`src/rtl/lab5_event_encoder.sv`:
```
// lab5_event_encoder: 8-line rising-edge event collector with a valid/ready
// code presenter. Pending events are kept in one bit per line, and the
// presenter hands them out one at a time.
// Optional build macro LAB5_EVENT_ENCODER_ROUND_ROBIN_EN replaces the fixed
// highest-index-first priority with a round-robin search that starts below
// the last acknowledged code.
module lab5_event_encoder (
   input  logic       clk,
   input  logic       rst,
   input  logic       z0,
   input  logic       z1,
   input  logic       z2,
   input  logic       z3,
   input  logic       z4,
   input  logic       z5,
   input  logic       z6,
   input  logic       z7,
   input  logic       ready,
   output logic       a0,
   output logic       a1,
   output logic       a2,
   output logic       valid,
   output logic [3:0] pend_cnt,
   output logic       ovf
);

   typedef enum logic {IDLE, PRESENT} state_t;

   state_t     state, state_nxt;
   logic [7:0] z_vec, z_prev, edge_det;
   logic [7:0] pend, pend_nxt, clr;
   logic [2:0] code, code_nxt;
   logic       ack, ovf_set;

`ifdef LAB5_EVENT_ENCODER_ROUND_ROBIN_EN
   logic [2:0] ptr, ptr_nxt;

   // Round-robin pick: search base-1 downwards with wrap, base itself last.
   function automatic logic [2:0] pick(input logic [7:0] vec, input logic [2:0] base);
      logic [2:0] sel;
      logic [2:0] idx;
      sel = 3'd0;
      // walk from farthest (base) to nearest (base-1); the nearest hit wins
      for (int i = 8; i >= 1; i--) begin
         idx = base - 3'(i);
         if (vec[idx]) sel = idx;
      end
      return sel;
   endfunction
`else
   // Fixed priority pick: the highest set index wins.
   function automatic logic [2:0] pick(input logic [7:0] vec, input logic [2:0] base);
      logic [2:0] sel;
      logic [2:0] unused_base;
      unused_base = base;
      sel = 3'd0;
      for (int i = 0; i < 8; i++) begin
         if (vec[i]) sel = 3'(i);
      end
      return sel ^ (unused_base & 3'd0);
   endfunction
`endif

   assign z_vec    = {z7, z6, z5, z4, z3, z2, z1, z0};
   assign edge_det = z_vec & ~z_prev;
   assign ack      = (state == PRESENT) && ready;
   assign valid    = (state == PRESENT);
   assign {a2, a1, a0} = code;

   // Pending update: drop the acknowledged bit, then add this cycle's edges;
   // a fresh edge on the bit being acknowledged therefore survives.
   always_comb begin
      clr = 8'h00;
      if (ack) clr[code] = 1'b1;
      pend_nxt = (pend & ~clr) | edge_det;
      ovf_set  = |(edge_det & pend & ~clr);
   end

   // Presenter next state: select only on entry to PRESENT or on acknowledge.
   always_comb begin
      state_nxt = state;
      code_nxt  = code;
`ifdef LAB5_EVENT_ENCODER_ROUND_ROBIN_EN
      ptr_nxt   = ptr;
`endif
      case (state)
         IDLE: begin
            if (pend != 8'h00) begin
               state_nxt = PRESENT;
`ifdef LAB5_EVENT_ENCODER_ROUND_ROBIN_EN
               code_nxt  = pick(pend, ptr);
`else
               code_nxt  = pick(pend, 3'd0);
`endif
            end
         end
         PRESENT: begin
            if (ack) begin
`ifdef LAB5_EVENT_ENCODER_ROUND_ROBIN_EN
               ptr_nxt = code;
`endif
               if (pend_nxt != 8'h00) begin
                  // next code uses the acknowledged code as the new base
                  code_nxt = pick(pend_nxt, code);
               end else begin
                  state_nxt = IDLE;
               end
            end
         end
         default: state_nxt = IDLE;
      endcase
   end

   // Pending-event count straight from the registered pending bits.
   always_comb begin
      pend_cnt = 4'd0;
      for (int i = 0; i < 8; i++) pend_cnt = pend_cnt + {3'd0, pend[i]};
   end

   // State registers; reset wins over everything, including a live handshake.
   always_ff @(posedge clk) begin
      if (rst) begin
         state  <= IDLE;
         code   <= 3'd0;
         pend   <= 8'h00;
         z_prev <= 8'h00;
         ovf    <= 1'b0;
      end else begin
         state  <= state_nxt;
         code   <= code_nxt;
         pend   <= pend_nxt;
         z_prev <= z_vec;
         ovf    <= ovf | ovf_set;
      end
   end

`ifdef LAB5_EVENT_ENCODER_ROUND_ROBIN_EN
   // Round-robin pointer follows the last acknowledged code.
   always_ff @(posedge clk) begin
      if (rst) ptr <= 3'd0;
      else     ptr <= ptr_nxt;
   end
`endif

endmodule

```
`config.mk`:
```
export PLATFORM = sky130hd
export DESIGN_NAME = lab5_event_encoder
export DESIGN_NICKNAME = d
export VERILOG_FILES = /design/src/rtl/lab5_event_encoder.sv
export SDC_FILE = /design/constraint.sdc
export NUM_CORES = 1
export LEC_CHECK = 0
export ABC_AREA = 1
export CELL_PAD_IN_SITES_DETAIL_PLACEMENT = 1
export CELL_PAD_IN_SITES_GLOBAL_PLACEMENT = 2
export CORE_MARGIN = 3
export CORE_UTILIZATION = 29
export CTS_CLUSTER_SIZE = 28
export DETAILED_ROUTE_END_ITERATION = 10
export PLACE_DENSITY_LB_ADDON = 0.1
export SLEW_MARGIN = 20
export SYNTH_ARGS = -nofsm -noshare
export SYNTH_HDL_FRONTEND = slang
export SYNTH_SLANG_ARGS = --single-unit
```
`constraint.sdc`:
```
create_clock -name clk -period 4.1 [get_ports clk]
set_input_delay 0.615 -clock clk [delete_from_list [all_inputs] [get_ports clk]]
set_output_delay 0.615 -clock clk [all_outputs]
set_load 0.01 [all_outputs]
```
==> run metrics <==
DIE AREA=5190 sq um; starting DRC count in detailed routing=19; crit-path max FO=3; Final Hold Violating Endpoints=0; Placed Area=1510 sq um; setup violators final=0; num rows=23; Worst Max-Slew Pin Slew=807 ps; Worst Hold Depth=2; Tmin final=3660 ps; slew margin rel.=46.0%; synthesized area=1260 sq um; Clk Tree Root Cell=clkbuf_8; die width=72.0 um; ant diodes=0; first-pass GRT wire length=5120 um; final-report max-slew violation count=0; WP data required=3480 ps; Peak VDD IR=approximately 180 uV; Starting Density=30.7%; clk_skew=6.90 ps; post-synthesis cell count=182; initial antenna violation count=0; worst hold path type=register to register; CTS Sinks=21; Ports=20; clk buf depth=2; #FFs+latches synth=21; largest net degree at the start of global routing=22; number of global-route vias before repair=between 1000 and 1500; Area Growth Syn to Fin=23.5%; Syn Area/Cell=6.94 sq um; period utilization=89.4%; Setup Slack @ Placement=around 300 ps; Fin Setup TNS=0 ps; reg2reg end=code[0]; reg-to-reg slack, setup=2010 ps; worst flop-to-flop path startpoint=valid; per-cell routed wire length=11.5 um; largest family of logic cells by synthesized area=simple AND/OR/NAND/NOR gates; Placer Congestion=between 0.8 and 0.9; clock slew at reported path FFs=90 ps; leading cell types in the layout, fill and taps excluded=inv_1, nor2_1, nand2_1; WP data arrival=3050 ps; final std cells w/o fill=252; drc violations=0; wirelength, routed=2910 um; hold buffer count at CTS=0; mux share of post-synthesis cell area=0%; post-CTS setup buffers=0; CP startpoint kind=register; post-route antenna net violation count=0; min-delay src=z_prev[0]; Adder-Cell Fraction of Synth Area=about a tenth; WS Path Type=register to output pin; post-cts resize count=0; Synthesis Warnings=0; Pleak=0.793 nW; Via density=4.46; final hold slack=529 ps; top post-synthesis cells by area=dfxtp_1, inv_1, nor2_1, nand2_1, fa_1; final design utilization=~38%; max cap viols=0; library cells used by synthesis=30; CTS tree=built; fmax=0.273 GHz; XOR/XNOR Fraction of Synth Area=0.693%; vias=1124; nets=222; Cell Count Post-Placement=around 250; Synth Area in Compound Gates=between 10 and 15%; Clk Latency, worst-skew pair=about 260 ps; total power=roughly 0.58 mW; commonest non-fill, non-tap cell in the layout=inv_1; DRT Pass-1 Iters=2; Die Y=72.0 um; layout cell share with drive strength beyond 1=12.4%; RSZ-0062 raised after global routing=false; Final Cell Area=1560 sq um; pwr/cell area=370 nW/um^2; Yosys top cell area share=33.3%; sequential element share of the synthesized area=33.3%; Reg2Reg Depth=11; Worst setup EP type=output pin; worst setup margin=between 400 and 500 ps; Fillers=532; Total GRT Usage=between 10% and 20%; HPWL after DPL=2480 um; gr ovfl total=0; outcome=finished, final reports clean; CTS Buf Count=3; largest area contributor in the netlist=dfxtp_1; H-tree levels=1; core area=~4000 sq um; Hold Path End=pend[0]; area share of and/or/nand/nor cells after synthesis=between 20 and 30%; Net Count, Synth=201; port buffer count=19
-- synth_stat cells --
library cell / count
nor2_1: 33
xnor2_1: 1
o21ai_0: 2
nand2_4: 1
nand3_4: 1
ha_1: 4
o21ai_1: 1
clkbuf_1: 2
o31ai_1: 1
nand3_1: 4
nor2_2: 3
nand2_1: 29
nor3_1: 1
a31oi_1: 2
nand2_2: 6
o21bai_1: 1
o22ai_1: 2
o21bai_2: 1
o21ai_2: 3
nor2_4: 1
or2_2: 2
dfxtp_1: 21
nand3_2: 1
inv_2: 1
a41oi_1: 1
a21boi_1: 1
buf_1: 1
fa_1: 4
inv_1: 41
a21oi_1: 10
-- worst max path at each step --
| stage | from | to | slack, ps | cells past startpoint |
|---|---|---|---|---|
| after floorplan | pend[0] | pend_cnt[2] | 860 | 9 |
| after global placement | pend[0] | pend_cnt[2] | 400 | 10 |
| after detailed placement | pend[0] | pend_cnt[2] | 300 | 10 |
| after CTS | pend[0] | pend_cnt[2] | 10 | 10 |
| after global routing | pend[0] | pend_cnt[2] | 280 | 10 |
| final | pend[0] | pend_cnt[2] | 440 | 10 |
-- state kept, by name, indices dropped and copies added (netlist names) --
signal	flops
z_prev	8
pend	8
valid	1
ovf	1
code	3
-- routing by layer --
layer | GRT usage, % | routed length [um] | vias up | part of all wire [%]
met5 | 0 | 0 | - | 0
li1 | - | - | 585 | -
met1 | 16.2 | 1370 | 521 | 47
met2 | 21.8 | 1420 | 16 | 49
met4 | 1.25 | 13 | 0 | 0.45
met3 | 2.63 | 98 | 2 | 3.4
-- report_power, final --
group / switching, mW / internal (mW)
logic: 0.105 / 0.0944
clock network: 0.0718 / 0.0686
registers: 0.0179 / 0.221
total: 0.194 / 0.384
-- cells by family (layout without fill, tap and decap cells) --
group,after synthesis,after routing
AO/OA/AOI/OAI,25,25
XOR/XNOR,1,1
adder cells (fa/ha/maj),8,8
buffers and inverters,45,65
flip-flops,21,21
AND/OR/NAND/NOR,82,82
-- critical path: stages (launching register included) --
cell            delay, ps
dfxtp_2               340
fa_1                  530
inv_1                  50
fa_1                  490
fa_1                  410
inv_1                  70
ha_1                  170
inv_1                  60
fa_1                  370
xnor2_1               130
dlymetal6s2s_1        170
-- layout make-up --
| cell class | count | area [sq um] | area share, % |
|---|---|---|---|
| clock buffers | 3 | 41.3 | 2.65 |
| multi-input cells | 116 | 674 | 43.2 |
| well taps | 50 | 62.6 | 4.01 |
| clock inverters | 1 | 7.51 | 0.481 |
| flip-flops and latches | 21 | 422 | 27.0 |
| repair buffers | 19 | 195 | 12.5 |
| inverters | 42 | 158 | 10.1 |
(Power assumes the default switching activity.)
